**src/rtl/led_write_sequencer.sv**
```systemverilog
// led_write_sequencer
// Two-port round-robin front end for the LED peripheral register bus.
// An accepted command becomes a fixed bus program:
//   pattern: D1 <= pattern[15:8], D2 <= pattern[7:0], then park on CTRL = 1
//   blank  : park on CTRL = 0
// Each beat is held BEAT_CYCLES cycles (legal 2..15) so the peripheral's
// one-cycle input register always captures a settled value. Between
// transfers the bus rests on the control register and never on an unmapped
// address, which would clear the display.
module led_write_sequencer #(
    parameter int unsigned BEAT_CYCLES = 2,
    parameter logic [7:0]  ADDR_CTRL   = 8'h01,
    parameter logic [7:0]  ADDR_D1     = 8'h02,
    parameter logic [7:0]  ADDR_D2     = 8'h03
) (
    input  logic        clk,
    input  logic        rst_n,

    input  logic        req0_valid,
    input  logic [15:0] req0_pattern,
    input  logic        req0_blank,
    output logic        req0_ready,

    input  logic        req1_valid,
    input  logic [15:0] req1_pattern,
    input  logic        req1_blank,
    output logic        req1_ready,

    output logic [7:0]  bus_addr,
    output logic [7:0]  bus_wdata,
    output logic        bus_wr_en,

    output logic        busy,
    output logic        grant_id,
    output logic        done
);

    // Sequencer states
    localparam logic [1:0] S_IDLE    = 2'd0;
    localparam logic [1:0] S_WR_HI   = 2'd1;
    localparam logic [1:0] S_WR_LO   = 2'd2;
    localparam logic [1:0] S_WR_CTRL = 2'd3;

    // Last beat index; beat_cnt counts 0..BEAT_LAST in every active state
    localparam logic [3:0] BEAT_LAST = 4'(BEAT_CYCLES - 1);

    logic [1:0]  state, state_nxt;
    logic [3:0]  beat_cnt, beat_nxt;
    logic [15:0] pattern_q;
    logic        blank_q;
    logic        enabled, enabled_nxt;
    logic        last_grant;

    logic        is_idle;
    logic        beat_end;
    logic        acc0, acc1, accept;
    logic [15:0] pattern_sel;
    logic        blank_sel;
    logic [15:0] pattern_eff;
    logic        blank_eff;

    logic [7:0]  bus_addr_nxt;
    logic [7:0]  bus_wdata_nxt;
    logic        bus_wr_en_nxt;
    logic        done_nxt;

    assign is_idle  = (state == S_IDLE);
    assign beat_end = (beat_cnt == BEAT_LAST);

    // Round-robin arbitration, only offered while idle and out of reset
    always_comb begin
        req0_ready = 1'b0;
        req1_ready = 1'b0;
        if (is_idle && rst_n) begin
            if (req0_valid && req1_valid) begin
                // last_grant == 1 means requester 1 went last, so 0 wins
                req0_ready = last_grant;
                req1_ready = ~last_grant;
            end else begin
                req0_ready = req0_valid;
                req1_ready = req1_valid;
            end
        end
    end

    assign acc0   = req0_valid && req0_ready;
    assign acc1   = req1_valid && req1_ready;
    assign accept = acc0 || acc1;

    // Command payload of the winning port
    assign pattern_sel = acc1 ? req1_pattern : req0_pattern;
    assign blank_sel   = acc1 ? req1_blank   : req0_blank;

    // Payload the next bus value is built from: fresh on accept, else latched
    assign pattern_eff = accept ? pattern_sel : pattern_q;
    assign blank_eff   = accept ? blank_sel   : blank_q;

    // Next-state and beat counter sequencing
    always_comb begin
        state_nxt   = state;
        beat_nxt    = beat_cnt;
        enabled_nxt = enabled;
        case (state)
            S_IDLE: begin
                beat_nxt = 4'd0;
                if (accept) begin
                    state_nxt = blank_sel ? S_WR_CTRL : S_WR_HI;
                end
            end
            S_WR_HI: begin
                if (beat_end) begin
                    state_nxt = S_WR_LO;
                    beat_nxt  = 4'd0;
                end else begin
                    beat_nxt  = beat_cnt + 4'd1;
                end
            end
            S_WR_LO: begin
                if (beat_end) begin
                    state_nxt = S_WR_CTRL;
                    beat_nxt  = 4'd0;
                end else begin
                    beat_nxt  = beat_cnt + 4'd1;
                end
            end
            S_WR_CTRL: begin
                if (beat_end) begin
                    state_nxt   = S_IDLE;
                    beat_nxt    = 4'd0;
                    enabled_nxt = ~blank_q;
                end else begin
                    beat_nxt    = beat_cnt + 4'd1;
                end
            end
            default: begin
                state_nxt = S_IDLE;
                beat_nxt  = 4'd0;
            end
        endcase
    end

    // Bus value for the coming cycle, decoded from the next state so the
    // registered outputs line up with the state they describe
    always_comb begin
        bus_addr_nxt  = ADDR_CTRL;
        bus_wdata_nxt = {7'b0, enabled_nxt};
        bus_wr_en_nxt = 1'b0;
        case (state_nxt)
            S_WR_HI: begin
                bus_addr_nxt  = ADDR_D1;
                bus_wdata_nxt = pattern_eff[15:8];
                bus_wr_en_nxt = 1'b1;
            end
            S_WR_LO: begin
                bus_addr_nxt  = ADDR_D2;
                bus_wdata_nxt = pattern_eff[7:0];
                bus_wr_en_nxt = 1'b1;
            end
            S_WR_CTRL: begin
                bus_addr_nxt  = ADDR_CTRL;
                bus_wdata_nxt = {7'b0, ~blank_eff};
                bus_wr_en_nxt = 1'b0;
            end
            default: begin
                bus_addr_nxt  = ADDR_CTRL;
                bus_wdata_nxt = {7'b0, enabled_nxt};
                bus_wr_en_nxt = 1'b0;
            end
        endcase
    end

    // done marks the final control beat of a sequence
    assign done_nxt = (state_nxt == S_WR_CTRL) && (beat_nxt == BEAT_LAST);

    // Sequencer state, beat counter and display-enable memory
    always_ff @(posedge clk or negedge rst_n) begin
        if (!rst_n) begin
            state    <= S_IDLE;
            beat_cnt <= 4'd0;
            enabled  <= 1'b0;
        end else begin
            state    <= state_nxt;
            beat_cnt <= beat_nxt;
            enabled  <= enabled_nxt;
        end
    end

    // Command capture and arbitration history, updated only on accept
    always_ff @(posedge clk or negedge rst_n) begin
        if (!rst_n) begin
            pattern_q  <= 16'h0000;
            blank_q    <= 1'b0;
            last_grant <= 1'b1;
            grant_id   <= 1'b0;
        end else if (accept) begin
            pattern_q  <= pattern_sel;
            blank_q    <= blank_sel;
            last_grant <= acc1;
            grant_id   <= acc1;
        end
    end

    // Registered bus and status outputs
    always_ff @(posedge clk or negedge rst_n) begin
        if (!rst_n) begin
            bus_addr  <= ADDR_CTRL;
            bus_wdata <= 8'h00;
            bus_wr_en <= 1'b0;
            busy      <= 1'b0;
            done      <= 1'b0;
        end else begin
            bus_addr  <= bus_addr_nxt;
            bus_wdata <= bus_wdata_nxt;
            bus_wr_en <= bus_wr_en_nxt;
            busy      <= (state_nxt != S_IDLE);
            done      <= done_nxt;
        end
    end

endmodule

```
**config.mk**
```make
export PLATFORM = sky130hd
export DESIGN_NAME = led_write_sequencer
export DESIGN_NICKNAME = d
export VERILOG_FILES = /design/src/rtl/led_write_sequencer.sv
export SDC_FILE = /design/constraint.sdc
export NUM_CORES = 1
export LEC_CHECK = 0
export ABC_AREA = 1
export CORE_MARGIN = 1
export CORE_UTILIZATION = 39
export CTS_CLUSTER_SIZE = 40
export DETAILED_ROUTE_END_ITERATION = 16
export HOLD_SLACK_MARGIN = 0.08
export PLACE_DENSITY = 0.69
export RECOVER_POWER = 25
export SYNTH_ARGS = -nofsm -noshare
export SYNTH_HDL_FRONTEND = slang
export SYNTH_SLANG_ARGS = --single-unit
```
**constraint.sdc**
```tcl
create_clock -name clk -period 5.9 [get_ports clk]
set_input_delay 0.59 -clock clk [delete_from_list [all_inputs] [get_ports clk]]
set_output_delay 0.59 -clock clk [all_outputs]
set_load 0.02 [all_outputs]
```
### Yosys cells after proc, flatten, opt, wreduce, memory -nomap -nowiden

Index checks and enable logic that the tools add are counted.

* flip-flop bits (word level): 45
* bits in latches: 0
* memory bits (writable): 0
* memory bits (read-only): 0
* output and inout bits: 22
* memories: 0

* add/subtract/negate cells: 1
* $mul: 0
* divide/modulo/power cells: 0
* order comparisons: 0
* equality and inequality tests: 8
* shift-type cells: 0
* muxes and demuxes: 21
* bitwise gates (word level): 3
* reductions and logical operators: 10

Operators by type and width (number)
* 2-to-1 mux 16 bit: 2
* case mux 8 bit (3 select lines): 1
* 2-to-1 mux 2 bit: 5
* 2-to-1 mux 1 bit: 9
* == test 2 bit (second input constant): 4
* == test 4 x 1 -> 1 bit (second input constant): 2
* case mux 2 bit (4 select lines): 1
* case mux 4 bit (2 select lines): 1
* logical AND 1 bit: 5
* adder 4 x 1 -> 4 bit (second input constant): 1
* == test 2 x 1 -> 1 bit (second input constant): 2
* 2-to-1 mux 4 bit: 1
* case mux 2 bit (2 select lines): 1
* NOT 1 bit: 3
* OR reduction 3 bit: 1
* logical NOT 2 bit: 1
* nonzero test 2 bit: 1
* OR reduction 2 bit: 1
* logical OR 1 bit: 1

### Logic depth before layout (Yosys ltp)

Gate-level depths: netlist (run 1).

* depth after elaboration: 11
* mapped depth: 14

### Least setup slack after synthesis (run 1)

No wires, ideal clock.

* path type: input port to flip-flop
* start: input req0_valid
* end: register bus_wdata[0]
* data arrival time: 2.007 ns
* data required time: 5.783 ns
* setup slack: 3.776 ns
* cell stages on the path: 12
* path buffers: 1
* cell sequence: nand2_1 nand2_1 a21oi_4 nand3_1 nand2_1 inv_1 ha_1 clkbuf_1 inv_1 nand2_1 nor2_1 nor2_1

* word-level cells in the longest chain between the ends: 10
* elaborated cells on any way between the ends: 20
* classes of those cells: 3 x eq/ne; 12 x mux; 1 x bitwise; 4 x reduce/logical

RTL lines
* start, declared: RTL line 19 `input logic req0_valid,`
* logical AND 1 bit: RTL line 75 `if (req0_valid && req1_valid) begin`
* 2-to-1 mux 1 bit: RTL line 75
* 2-to-1 mux 1 bit: RTL line 74 `if (is_idle && rst_n) begin`
* logical AND 1 bit: RTL line 87 `assign acc1 = req1_valid && req1_ready;`
* 2-to-1 mux 1 bit: RTL line 92 `assign blank_sel = acc1 ? req1_blank : req0_blank;`
* 2-to-1 mux 2 bit: RTL line 107 `state_nxt = blank_sel ? S_WR_CTRL : S_WR_HI;`
* 2-to-1 mux 2 bit (*): RTL line 106 `if (accept) begin`
* case mux 2 bit (4 select lines) (*): RTL line 103 `case (state)`
* named net state_nxt[1]: RTL line 47 `logic [1:0] state, state_nxt;`
* == test 2 bit or == test 2 x 1 -> 1 bit (tied branches): RTL line 148 `case (state_nxt)`
* case mux 8 bit (3 select lines) (*): RTL line 148
* named net bus_wdata_nxt[0]: RTL line 63 `logic [7:0] bus_wdata_nxt;`
* end signal, assigned: RTL line 213 `bus_wdata <= bus_wdata_nxt;`
* end, declared: RTL line 30 `output logic [7:0] bus_wdata,`

Mark *: on every way through the listed nets, which the timed path passes. The rest lies on a longest branch.
A chain may end at the register's enable or synchronous reset.

### Worst setup path in the final report (run 1)

* start: input rst_n
* end: output req1_ready

* word-level cells in the longest chain between the ends: 2

RTL lines
* start, declared: RTL line 17 `input logic rst_n,`
* logical AND 1 bit: RTL line 74
* 2-to-1 mux 1 bit: RTL line 74
* end, declared: RTL line 27 `output logic req1_ready,`

Every way passes these cells.

==> results of run 1 <==
## per-layer routing
metal	track usage	routed length, µm
met5	0	0
met4	0.05229	45
met3	0.05663	256
met2	0.2503	1761
met1	0.2175	1761
## cells by family after synthesis
logic type / count (synthesis)
AOI/OAI and AO/OA: 32
xor gates and xnor gates: 2
adders and majority gates: 7
buffers and inverters: 51
DFF: 38
other: 1
and+or+nand+nor: 91
## layout make-up
type,instances,area [µm²]
clock buffers,6,82.58
clock inverters,2,12.51
fillers,465,2176
inverters,39,148.9
multi-input cells,138,773.2
flip-flops and latches,38,953.4
well taps,67,83.83
repair buffers,53,524.3
## state kept, by name, indices dropped and copies added (netlist names)
signal	cells
bus_wdata	8
blank_q	1
grant_id	1
pattern_q	16
enabled	1
beat_cnt	4
done	1
busy	1
bus_addr	2
last_grant	1
state	2
## tightest hold or removal path: cells and delay by family (launching register included)
family	cells	cell delay, ns
flops	1	0.35
simple gates	2	0.10
## per-stage QoR
step	hold WS (ns)	instances	worst slack, ns	util
floorplan	0.2944	227	3.776	-
global placement	0.4698	335	2.801	0.5226
detailed placement	0.4752	335	2.762	0.5226
CTS	0.4331	343	2.755	0.5426
global route	0.5131	343	1.478	0.5424
finish	0.4841	343	1.957	0.5424
## layout by cell type, fill, tap and decap left out, drive strengths merged, types with 2 or more instances in the layout
| cell type | synthesis | layout |
|---|---|---|
| nand4 | 2 | 2 |
| dfstp | 2 | 2 |
| clkdlybuf4s50 | 0 | 52 |
| ha | 7 | 7 |
| clkinv | 1 | 2 |
| nand3b | 2 | 2 |
| nand3 | 12 | 12 |
| a21oi | 16 | 16 |
| o21ai | 15 | 15 |
| nor2 | 23 | 23 |
| nor3 | 2 | 2 |
| dfrtp | 36 | 36 |
| nand2 | 48 | 48 |
| inv | 38 | 38 |
| clkbuf | 2 | 7 |
| conb | 1 | 6 |
## report_power, final
| group | internal [W] | leakage [nW] | switching [W] |
|---|---|---|---|
| Combinational | 0.000243 | 0.735 | 0.000341 |
| Sequential | 0.000387 | 0.450 | 0.0000500 |
| Clock | 0.0000938 | 0.0472 | 0.0000901 |
| Total | 0.000723 | 1.23 | 0.000481 |
## worst max-delay path by stage
stage                     slack, ns            to  cells after the start  startpoint
after detailed placement       2.76    req1_ready                      4       rst_n
after global routing           1.48    req1_ready                      4       rst_n
after global placement         2.80    req1_ready                      4       rst_n
after floorplan                3.78  bus_wdata[0]                     12  req0_valid
after CTS                      2.75    req1_ready                      4       rst_n
final                          1.96    req1_ready                      4       rst_n
==> results by group, run 1 <==
Run status
  • Status: finished with violations
  • Failing checks: capacitance limit, slew limit

Clock network
  • Clock Sinks: 38
  • Clk root buf: clkbuf_8
  • CTS tree: built
  • Max clock buf depth: 2
  • Post-cts resize count: 0
  • Hold buffers post-CTS: 0
  • Total CTS buffers: 5
  • Clk_lat worst skew: 0.29 ns
  • H-tree depth: 2
  • Setup Buffers After CTS: 0
  • Clock-pin slew on the worst setup and hold paths: ~0.070 ns

Global routing
  • Vias in the first global route: 1449
  • Gr ovfl total: 0
  • Maximum number of pins on one net before global-route repair: 41
  • Initial antenna violation count: 0
  • First-pass GRT wire length: ~6.4 mm
  • Total Routing Usage GR: 0.1634

Finish
  • Area growth, synth to finish: 32.63%
  • Final design area excluding fillers: around 2600 µm²
  • Layout cells sized above 1: 0.1341
  • Antenna cells: 0
  • NumNets Final: 320

STA
  • TNS Setup: 0 ns
  • Period utilization: 0.6683
  • Max-slew violation count: between 40 and 50
  • Peak Freq: around 250 MHz
  • Clk_skew: 0.005141 ns
  • Tightest Pin Transition: around 2.1 ns
  • Slew headroom: -0.3865
  • Tmin final: between 3 and 4 ns
  • RSZ-0062 raised after global routing: false
  • Final setup fails: 0
  • Hold Fails Final Rpt: 0

Floorplan
  • Top Ports: 60
  • Die area: 5272 µm²
  • Die extent in y: 72.61 µm
  • Die width: approximately 73 µm
  • Initial Utilization: 0.4089
  • Site Rows: 25
  • Core Area: between 4000 and 5000 µm²

Setup path
  • Worst R2R Start: state[0]
  • Crit path buf inv count: 2
  • CP max-delay cell: clkbuf_1
  • Reg-to-reg endpoint: bus_wdata[0]
  • FF-to-FF setup slack: about 3.6 ns
  • CP Data Arrival Time: about 3.4 ns
  • WP data required: 5.31 ns
  • Max FO, Critical Path: 40
  • Top delay family on crit path: buffers and inverters
  • R2R depth: 12
  • CP endpoint kind: primary output
  • CP peak stage delay: between 1 and 1.5 ns
  • Crit path cell chain: clkbuf_1, nand2_4, nor2_4, clkdlybuf4s50_1
  • Critical path startpoint category: input pin
  • Crit path kind: in2out

Min path
  • Hold Crit Start: grant_id
  • Number of cells on the worst hold path: 2
  • Hold EP: grant_id
  • Min-Delay Path Class: reg2reg

Placement
  • Buffers on Ports: 53
  • Dpl cell area: around 2500 µm²
  • Detailed Place HPWL: between 2 and 3 mm
  • Gpl congestion: 0.7496

Synthesis
  • Syn Area/Cell: ~8.8 µm²
  • Cell count after synthesis: ~220
  • Most frequent cell after synthesis: nand2_1
  • Yosys top cell area share: 0.4633
  • Number of flops mapped to enable cells by yosys: 0
  • #FFs+latches synth: 38
  • Main combinational cell family by area after synthesis: simple AND/OR/NAND/NOR gates
  • Synth area leader: dfrtp_1
  • Synth top cells by count: nand2_1 (46), dfrtp_1 (36), inv_1 (35)
  • Simple-gate share of the synthesized area: 0.2194
  • XOR/XNOR Fraction of Synth Area: 0.009009
  • Post-synthesis mux area share: 0
  • Synth top area cells: dfrtp_1 (46%), nand2_1 (8.9%), inv_1 (6.8%)
  • Distinct cells, synth: 33
  • Synth Area in Adders: 0.04505
  • Seq/Total Area, Yosys: 0.4903
  • Compound-Gate Fraction of Synth Area: 0.1126
  • Synthesized area: approximately 1900 µm²
  • Ys flop type: dfrtp_1
  • Post-synth ARST share: 1.000
  • Synth warn: 0

Detailed routing
  • DRC: 0
  • Pre-antenna DRT Iters: 4
  • Wire per inst: 11.15 µm
  • Vias/cell: about 4.5
  • Final WL: around 3.8 mm
  • Initial DRC count: 39
  • Remaining antenna violation count: 0
  • Vias: ~1500

Power
  • Power Dens Cells: roughly 470 nW/µm²
  • Total Power: between 0.001 and 0.0015 W
  • Leakage Power: 1.233 nW
  • Worst-case vdd ir drop: ~160 µV

Flow run
  • Max_cap viols: 1
(Power assumes the default switching activity.)
==> run 2: changes to the inputs <==
clock period = 3.65 ns   (was 5.9 ns; I/O delays follow)
==> run 2 against run 1 <==
The run now ends clean. Largest power group unchanged. Highest routed layer unchanged. Core utilization is 0.16 points lower. Register-to-register slack worse by 2.2 ns. Sequential power is 62% higher.
==> results by group, run 2 (synthesized netlist as in run 1, its figures left out) <==
Power
  • Leakage Power: 1.230 nW (-0.24%)
  • Worst-case vdd ir drop: 265.9 µV (+66%)
  • Power Dens Cells: 749.5 nW/µm² (+60%)

Floorplan
  • Site Rows: 25 (unchanged)
  • Die extent in y: 72.61 µm (unchanged)
  • Core Area: 4755 µm² (unchanged)
  • Die area: 5272 µm² (unchanged)
  • Top Ports: 60 (unchanged)
  • Die width: 72.61 µm (unchanged)
  • Initial Utilization: 0.4089 (unchanged)

Detailed routing
  • Remaining antenna violation count: 0 (unchanged)
  • Vias/cell: 4.384 (-2.2%)
  • Vias: 1508 (-1.9%)
  • Pre-antenna DRT Iters: 4 (unchanged)
  • Initial DRC count: 84 (+120%)
  • DRC: 0 (unchanged)
  • Wire per inst: 11.10 µm (-0.42%)
  • Final WL: 3.819 mm (-0.13%)

Global routing
  • Vias in the first global route: 1467 (+1.2%)
  • Maximum number of pins on one net before global-route repair: 40 (-2.4%)
  • Initial antenna violation count: 0 (unchanged)
  • First-pass GRT wire length: 6.617 mm (+2.9%)
  • Gr ovfl total: 0 (unchanged)
  • Total Routing Usage GR: 0.1649 (+0.001583)

Clock network
  • Clock-pin slew on the worst setup and hold paths: 0.07 ns (about the same)
  • Hold buffers post-CTS: 0 (unchanged)
  • Total CTS buffers: 5 (unchanged)
  • Post-cts resize count: 0 (unchanged)
  • CTS tree: built
  • Max clock buf depth: 2 (unchanged)
  • Clock Sinks: 38 (unchanged)
  • Clk_lat worst skew: 0.29 ns (about the same)
  • H-tree depth: 2 (unchanged)
  • Clk root buf: clkbuf_8
  • Setup Buffers After CTS: 0 (unchanged)

Placement
  • # placed instances: 336 (+0.30%)
  • Detailed Place HPWL: 2.835 mm (+0.97%)
  • Buffers on Ports: 53 (unchanged)
  • Gpl congestion: 0.7471 (-0.33%)

Setup path
  • CP endpoint kind: primary output
  • Crit path kind: in2out
  • CP Data Arrival Time: 2.12 ns (-1.23 ns)
  • Max FO, Critical Path: 18 (-55%)
  • Critical path startpoint category: input pin
  • WP data required: 3.28 ns (-2.03 ns)

Finish
  • Most frequent cells in the layout: clkdlybuf4s50_1 (52), nand2_1 (46), dfrtp_1 (36)
  • Post-Route Utilization: 0.5408 (-0.001579)
  • Antenna cells: 0 (unchanged)
  • Top Registers: pattern_q: 16 flops, bus_wdata: 8 flops, beat_cnt: 4 flops
  • Leading cell type in the layout, fill and taps excluded: clkdlybuf4s50_1
  • Area growth, synth to finish: 32.24%
  • Finished Layout Cells: 344 (+0.29%)
  • NumNets Final: 321 (+0.31%)
  • Biggest register: pattern_q
  • Max reg flops: 16 (unchanged)
  • Layout cells sized above 1: 0.1264 (-0.007704)

STA
  • TNS Setup: 0 ns (unchanged)
  • Tmin final: 2.486 ns
  • Final setup fails: 0 (unchanged)
  • Max-slew violation count: 0 (-100%)
  • Peak Freq: roughly 400 MHz
  • RSZ-0062 raised after global routing: false
  • Hold Fails Final Rpt: 0 (unchanged)
  • Clk_skew: 0.006179 ns (+0.001037 ns)
  • Period utilization: 0.6812

Min path
  • Min-Delay Path Class: in2async

Flow run
  • Max_cap viols: 0 (-1)

Run status
  • Status: completed
## run 2: cell types whose count changed in the layout (fill, tap and decap cells not counted), sizes merged
cell      delta
clkbuf       +2
clkinv       -1
clkinvlp     -1
buf          +1
## run 2: through the flow
step | setup WS (ns) | cell area (µm²) | hold WS (ns) | power (W)
3_3_place_gp | 1.085 | 2492 | 0.4585 | 0.001657
5_1_grt | 1.067 | 2571 | 0.3013 | 0.002102
6_report | 1.164 | 2571 | 0.2378 | 0.001927
2_1_floorplan | 1.659 | 1963 | 0.06941 | 0.001368
4_1_cts | 1.136 | 2572 | 0.1888 | 0.001953
3_5_place_dp | 0.9926 | 2492 | 0.4709 | 0.001674
## run 2: final cells by class
type / count / area, µm²
flip-flops and latches: 38 / 953.4
fillers: 467 / 2183
clock buffers: 8 / 80.08
repair buffers: 54 / 531.8
multi-input cells: 138 / 773.2
inverters: 39 / 148.9
well taps: 67 / 83.83
## run 2: critical path, stage by stage
cell	delay [ns]
clkdlybuf4s50_1	0.50
nand2_1	0.16
nor2_4	0.39
clkdlybuf4s50_1	0.69
## run 2: path summary, 6_finish.rpt
check	startpoint	endpoint	slack, ns	cells after the start
min in group clk	grant_id	grant_id	0.48	2
max in group asynchronous	rst_n	bus_addr[0]	3.06	2
hold reg to reg	grant_id	grant_id	0.48	2
setup / recovery	req1_valid	req1_ready	1.16	4
setup reg to reg	last_grant	bus_wdata[0]	1.40	12
hold / removal	rst_n	pattern_q[14]	0.24	2
## run 2: where the power goes
| part | internal, W | total, W | switching [W] | leakage [nW] |
|---|---|---|---|---|
| combinational | 0.000393 | 0.000948 | 0.000555 | 0.740 |
| clock | 0.000136 | 0.000272 | 0.000136 | 0.0395 |
| sequential | 0.000625 | 0.000707 | 0.0000821 | 0.450 |
## run 2: per-layer routing
metal,share of wire,track usage,vias up,wire [µm]
li1,-,-,782,-
met5,0,0,-,0
met1,0.47,0.2188,674,1781
met4,0.0089,0.03922,0,34
met2,0.46,0.2617,47,1749
met3,0.066,0.05525,5,253
==> run 3: changes to the inputs <==
PLACE_DENSITY = 0.71   (was 0.69)
clock period = 2.15 ns   (was 3.65 ns; I/O delays follow)
==> run 3 against run 2 <==
Worst hold slack improved by 0.11 ns. Clock skew decreased by 0.0029 ns. Wire length rose by 8.2%. Critical path type is now reg2out. Design area grew 4.2%. Count of clock-buffer cells in the layout fell by 2.
==> results by group, run 3 (synthesized netlist as in run 1, its figures left out) <==
Power
  • Leakage Power: 1.298 nW (+5.5%)
  • Power Dens Cells: 1319 nW/µm² (+76%)
  • Worst-case vdd ir drop: 479.9 µV (+80%)

Floorplan
  • Die area: 5272 µm² (unchanged)
  • Die extent in y: 72.61 µm (unchanged)
  • Initial Utilization: 0.4089 (unchanged)
  • Top Ports: 60 (unchanged)
  • Core Area: 4755 µm² (unchanged)
  • Die width: 72.61 µm (unchanged)
  • Site Rows: 25 (unchanged)

STA
  • Final setup fails: 0 (unchanged)
  • Max-slew violation count: 0 (unchanged)
  • Tightest Pin Transition: approximately 0.91 ns
  • Hold Fails Final Rpt: 0 (unchanged)
  • Peak Freq: between 400 and 500 MHz
  • Tmin final: a little over 2 ns
  • Period utilization: 0.9638
  • Clk_skew: 0.003311 ns (-0.002867 ns)
  • Slew headroom: 0.3919

Global routing
  • Initial antenna violation count: 0 (unchanged)
  • Gr ovfl total: 0 (unchanged)
  • Total Routing Usage GR: 0.1728 (+0.007870)
  • Maximum number of pins on one net before global-route repair: 39 (-2.5%)
  • Vias in the first global route: 1605 (+9.4%)
  • First-pass GRT wire length: 6.886 mm (+4.1%)

Finish
  • Area growth, synth to finish: 37.77%
  • NumNets Final: 333 (+3.7%)
  • FF+latch area: 953.4 µm² (unchanged)
  • Finished Layout Cells: 356 (+3.5%)
  • Layout cells sized above 1: 0.1765 (+0.05012)
  • Most frequent cells in the layout: clkdlybuf4s50_1 (52), nand2_1 (46), dfrtp_1 (36)
  • Top Registers: pattern_q: 16 flops, bus_wdata: 8 flops, beat_cnt: 4 flops
  • Final design area excluding fillers: 2679 µm² (+4.2%)
  • Multi-input gate area: 778.2 µm² (+0.65%)
  • Filler cells: 470 (+0.64%)
  • Antenna cells: 0 (unchanged)
  • Biggest register: pattern_q
  • Leading cell type in the layout, fill and taps excluded: clkdlybuf4s50_1
  • Max reg flops: 16 (unchanged)

Detailed routing
  • DRC: 0 (unchanged)
  • Vias/cell: 4.579 (+4.4%)
  • Initial DRC count: 57 (-32%)
  • Remaining antenna violation count: 0 (unchanged)
  • Final WL: 4.134 mm (+8.2%)
  • Wire per inst: 11.61 µm (+4.6%)
  • Pre-antenna DRT Iters: 4 (unchanged)
  • Vias: 1630 (+8.1%)

Setup path
  • Critical path startpoint category: flip-flop
  • Crit path kind: reg2out
  • WP data required: 1.93 ns (-1.35 ns)
  • CP Data Arrival Time: 1.86 ns (-0.26 ns)
  • R2R depth: 12 (unchanged)
  • Reg-to-reg endpoint: bus_wdata[0]
  • FF-to-FF setup slack: 0.21 ns (-1.19 ns)
  • CP endpoint kind: primary output
  • Max FO, Critical Path: 4 (-14)
  • Worst R2R Start: last_grant

Clock network
  • Clk_lat worst skew: 0.28 ns (about the same)
  • Clk root buf: clkbuf_8
  • Total CTS buffers: 5 (unchanged)
  • Clock-pin slew on the worst setup and hold paths: 0.07 ns (about the same)
  • Max clock buf depth: 2 (unchanged)
  • CTS tree: built
  • Clock Sinks: 38 (unchanged)
  • H-tree depth: 2 (unchanged)
  • Hold buffers post-CTS: 0 (unchanged)

Placement
  • Gpl congestion: 0.7940 (+6.3%)
  • Buffers on Ports: 53 (unchanged)
  • Detailed Place HPWL: 3.110 mm (+9.7%)
  • Dpl cell area: 2582 µm² (+3.6%)
  • # placed instances: 348 (+3.6%)

Min path
  • Min-Delay Path Class: in2async

Flow run
  • Max_cap viols: 0 (unchanged)

Run status
  • Status: completed
==> run 3: how the worst max path moves through the flow <==
stage               startpoint      endpoint  slack [ns]  cells after the start
finish                state[0]    req0_ready        0.08                      6
global route          state[0]    req0_ready      -0.002                      6
CTS                   state[0]    req0_ready        0.06                      6
detailed placement  req0_valid  bus_wdata[4]        0.06                     10
global placement    req1_valid  bus_wdata[1]        0.08                     10
floorplan           last_grant  bus_wdata[0]        0.16                     13
==> run 3: through the flow <==
stage          setup TNS (ns)  power (W)  setup WS (ns)  utilization  hold slack [ns]
2_1_floorplan               0   0.002322         0.1585            -         -0.08059
3_3_place_gp                0   0.003005        0.07539       0.5432           0.3849
3_5_place_dp                0   0.003042        0.05503       0.5432           0.3924
4_1_cts                     0   0.003557        0.05985       0.5632          0.08097
5_1_grt             -0.001770   0.003823      -0.001770       0.5634           0.4286
6_report                    0   0.003533        0.07775       0.5634           0.3480
==> run 3: metal layers <==
layer	track usage	up-vias	share of wire
li1	-	811	-
met1	0.2075	763	0.44
met2	0.3011	50	0.49
met3	0.04420	6	0.058
met4	0.05882	0	0.014
met5	0	-	0
==> run 3: power breakdown <==
| group | internal, W | switching [W] | total [W] |
|---|---|---|---|
| clock | 0.000258 | 0.000244 | 0.000501 |
| sequential | 0.00106 | 0.000145 | 0.00121 |
| combinational | 0.000822 | 0.00100 | 0.00183 |
==> run 3: worst max-delay path: stages, from the launching register on <==
cell	delay, ns
dfrtp_1	0.44
nor2_4	0.21
nand2_4	0.10
inv_2	0.10
nand2_4	0.05
clkinv_1	0.06
clkdlybuf4s50_1	0.60
==> run 3: repair_timing <==
action / in CTS / in global routing
buffers inserted: 0 / 0
endpoints found under the setup margin: 0 / 8
gates resized for setup: 0 / 1
==> run 3: cell type report <==
class,count,area share
clock inverters,2,0.004671
well taps,67,0.03129
multi-input cells,138,0.2905
repair buffers,66,0.2312
inverters,39,0.05558
clock buffers,6,0.03083
flip-flops and latches,38,0.3559
==> patch 1: new RTL, settings of run 3 <==
`bus_wdata` no longer has a reset.
--- a/src/rtl/led_write_sequencer.sv
+++ b/src/rtl/led_write_sequencer.sv
@@ -205,5 +205,4 @@
         if (!rst_n) begin
             bus_addr  <= ADDR_CTRL;
-            bus_wdata <= 8'h00;
             bus_wr_en <= 1'b0;
             busy      <= 1'b0;
@@ -211,5 +210,4 @@
         end else begin
             bus_addr  <= bus_addr_nxt;
-            bus_wdata <= bus_wdata_nxt;
             bus_wr_en <= bus_wr_en_nxt;
             busy      <= (state_nxt != S_IDLE);
@@ -218,4 +216,8 @@
     end
 
+    always_ff @(posedge clk) begin
+        bus_wdata <= bus_wdata_nxt;
+    end
+
 endmodule
 
Behaviour: differs if rst_n is asserted again (counterexample within 4 cycles, from zero or initial values and one cycle with rst_n low); with rst_n held inactive, the same outputs for 10 cycles.
==> patch 1 against run 3 <==
Count of clock-buffer cells in the layout rose by 1; fmax rose by 1.6%; worst setup slack improved by 0.033 ns; sequential share of layout area fell by 0.91 points; critical path type unchanged; synthesized area fell by 2.1%; global-route usage rose by 0.14 points; wire length fell by 1.5%; sequential cell count did not move; final area fell by 1.7%; total power fell by 0.37%; highest routed layer unchanged; register-to-register slack got worse by 0.02 ns.
==> patch 1: results (changes against run 3) <==
Run status = complete, no violations
Pre-CTS setup slack = -0.00730 ns (-0.0623 ns)
Routability cong. = 0.838 (+5.5%)
NetSw = 1.35 mW (-3.1%)
Largest net degree at the start of global routing = 32 (-18%)
Post-synthesis cell type count = 34 (+3.0%)
Area contributors post-synth = dfrtp_1 (37%), nand2_1 (9.1%), dfxtp_1 (8.4%)
Reg-to-Reg Start = state[0]
Async S/R FF share, synth = 0.789 (-0.211)
Hold Slack = 0.483 ns (+0.134 ns)
Peak supply drop = 0.000555 V (+16%)
DP Area = 2510 um^2 (-2.8%)
Total track usage = 0.174 (+0.00137)
R2R Path End = bus_wdata[2]
Reg2reg setup slack = 0.19 ns (-0.02 ns)
Dpl cells = 343 (-1.4%)
Share of cells above drive strength 1 = 0.158 (-0.0180)
Worst hold-check path type = reg2reg
R2r worst-path depth = 11 (-1)
Vias = 1542 (-5.4%)
Final Net Count = 328 (-1.5%)
Initial DRC count = 90 (+58%)
Detail Route met3 WL = 227 um (-5.0%)
Vias per Instance = 4.39 (-4.1%)
DR WL met2 = 1940 um (-4.5%)
Most frequent cells after synthesis = nand2_1 (46), inv_1 (35), dfrtp_1 (28), nor2_1 (15), nand3_1 (11)
Seq pwr share = 0.343 (+0.002)
WL met1 = 1820 um (+0.50%)
Leak = 1.27 nW (-2.2%)
Post-detailed-placement half-perimeter wirelength = 3150 um (+1.3%)
==> patch 1: changes by cell type after synthesis, sizes merged <==
cell	delta
dfrtp	-8
dfxtp	+8
==> patch 1: worst max path at each step <==
| stage | startpoint | endpoint | slack (ns) | cells after the start |
|---|---|---|---|---|
| 5_1_grt | state[1] | bus_wdata[3] | 0.02 | 11 |
| 4_1_cts | state[0] | req0_ready | 0.03 | 6 |
| 2_1_floorplan | last_grant | bus_wdata[0] | 0.16 | 13 |
| 3_5_place_dp | req0_valid | bus_wdata[6] | -0.007 | 10 |
| 6_report | state[0] | req1_ready | 0.11 | 4 |
| 3_3_place_gp | req0_valid | bus_wdata[6] | 0.05 | 10 |
==> patch 1: area by class of cell <==
cell class	count	area, um^2
Sequential cell	38	913
Clock inverter	1	30.0
Fill cell	437	2090
Timing Repair Buffer	61	593
Tap cell	67	83.8
Clock buffer	7	86.3
Multi-Input combinational cell	138	778
Inverter	39	149
==> patch 1: repair_timing <==
action                                  in CTS  in global routing
endpoints found under the setup margin       0                  7
hold buffers                                 0                  0
gates resized for setup                      0                  2
==> patch 1: per-layer routing <==
metal / vias up / track usage
li1: 795 / -
met1: 686 / 0.229
met2: 52 / 0.286
met3: 9 / 0.0253
met4: 0 / 0.0784
met5: - / 0
==> patch 1: cells by family after synthesis <==
kind of cell | count (synthesis) | share of synthesized area
other cells | 1 | 0.00197
xor+xnor | 2 | 0.00920
simple gates | 91 | 0.224
flops | 38 | 0.480
buf+inv | 51 | 0.124
fa+ha+maj | 7 | 0.0460
compound gates | 32 | 0.115
==> patch 1: critical path: stages, from the launching register on <==
cell and delay [ns]:
dfrtp_1 0.44, nor2_4 0.19, nand2_4 0.11, nor2_4 0.16, clkdlybuf4s50_1 0.63
==> patch 2: new RTL, flow settings as in run 3 <==
Without the edit above. Make the reset (`rst_n`) synchronous in 3 clocked blocks.
--- a/src/rtl/led_write_sequencer.sv
+++ b/src/rtl/led_write_sequencer.sv
@@ -174,5 +174,5 @@
 
     // Sequencer state, beat counter and display-enable memory
-    always_ff @(posedge clk or negedge rst_n) begin
+    always_ff @(posedge clk) begin
         if (!rst_n) begin
             state    <= S_IDLE;
@@ -187,5 +187,5 @@
 
     // Command capture and arbitration history, updated only on accept
-    always_ff @(posedge clk or negedge rst_n) begin
+    always_ff @(posedge clk) begin
         if (!rst_n) begin
             pattern_q  <= 16'h0000;
@@ -202,5 +202,5 @@
 
     // Registered bus and status outputs
-    always_ff @(posedge clk or negedge rst_n) begin
+    always_ff @(posedge clk) begin
         if (!rst_n) begin
             bus_addr  <= ADDR_CTRL;
Check against the original RTL: differs if rst_n is asserted again (counterexample within 4 cycles, from zero or initial values and one cycle with rst_n low); with rst_n held inactive, the same outputs for 10 cycles.
==> patch 2 against run 3 <==
Core utilization is 0.50 points higher; via count is 9.1% higher; wire length is 7.1% higher; cell count is 11% higher; sequential cell count stayed put; worst setup slack better by 0.037 ns; synthesized area hardly changed; first-iteration DRC count is 7.0% lower; final area is 0.89% higher; critical endpoint unchanged; highest routed layer unchanged.
Power is not compared: it rests on default switching activity, and its combinational part moved more than twofold at a synthesized area within 25%.
==> patch 2: results (changes against run 3) <==
Sequential cell area share = 0.282 (-0.0740)
Number of global-route vias before repair = 1598 (-0.44%)
Detail Route met3 WL = 260 um (+8.8%)
Sequential fraction of the synthesis area = 0.392 (-0.0988)
Total track usage = 0.184 (+0.0117)
Routability cong. = 0.840 (+5.8%)
M3 GR Usage = 0.0539 (+0.00967)
Worst hold-check path type = reg2reg
Async S/R FF share, synth = 0 (-1.00)
Clock network share of area = 0.0338 (-0.00170)
Vias per Instance = 4.51 (-1.4%)
Most frequent cells after synthesis = nand2_1 (54), dfxtp_1 (38), nor2_1 (27), inv_1 (26), nand3_1 (23)
R2r worst-path depth = 13 (+1)
R2R Path End = bus_wdata[5]
WL met1 = 2080 um (+15%)
Signal buffers = 72 (+9.1%)
Post-synthesis cell type count = 34 (+3.0%)
Clock Buffer Count = 7 (+1)
Final non-clock buffer share = 0.249 (+0.0174)
Fillers = 465 (-1.1%)
Reg-to-Reg Start = beat_cnt[0]
Final Net Count = 371 (+11%)
Wirelength per Cell = 11.2 um (-3.2%)
Share of cells above drive strength 1 = 0.177 (+0.000899)
DR WL met2 = 2000 um (-1.8%)
Footprint of the multi-input gates = 988 um^2 (+27%)
Non-clock inverters = 28 (-28%)
Multi-Input Combinational = 181 (+31%)
Largest net degree at the start of global routing = 27 (-31%)
Run status = complete, no violations
Hold Slack = 0.480 ns (+0.132 ns)
Post-detailed-placement half-perimeter wirelength = 3410 um (+9.7%)
Initial DRC count = 53 (-7.0%)
Global-route wire length before repair = 7250 um (+5.2%)
[patch 2: changes by cell type after synthesis, moves of 9 or more]
cell     delta
nor2_1     +12
or2_2      +13
dfxtp_1    +38
nand3_1    +12
dfrtp_1    -36
inv_1       -9
[patch 2: where the power goes]
part	leakage [nW]	switching [mW]	total (mW)	internal (mW)
clock	0.0482	0.236	0.494	0.258
combinational	0.873	0.368	0.696	0.328
sequential	0.312	0.0317	0.815	0.783
[patch 2: worst max path at each step]
stage,from,endpoint,slack (ns),depth (start not counted)
global route,beat_cnt[1],bus_wdata[5],0.01,13
CTS,state[1],req1_ready,0.02,5
floorplan,state[1],bus_wdata[0],0.18,14
finish,state[1],req0_ready,0.12,6
detailed placement,rst_n,bus_wdata[4],0.04,13
global placement,rst_n,bus_wdata[5],0.09,11
[patch 2: cell families after synthesis]
logic type               count (synthesis)  share of synthesized area
AO/OA/AOI/OAI                           22                     0.0676
XOR/XNOR                                 1                    0.00451
adder cells (fa/ha/maj)                  7                     0.0451
buffers and inverters                   43                      0.113
flip-flops                              38                      0.392
other                                    1                    0.00193
AND/OR/NAND/NOR                        145                      0.376
[patch 2: metrics by stage]
step / power (mW) / utilization / setup slack, ns / cells / instance area (um^2)
after floorplan: 1.25 / - / 0.181 / 262 / 1960
after CTS: 2.03 / 0.567 / 0.0213 / 394 / 2700
after global placement: 1.52 / 0.548 / 0.0918 / 386 / 2600
final: 2.00 / 0.568 / 0.115 / 394 / 2700
after detailed placement: 1.53 / 0.548 / 0.0437 / 386 / 2600
after global routing: 2.14 / 0.568 / 0.0134 / 394 / 2700
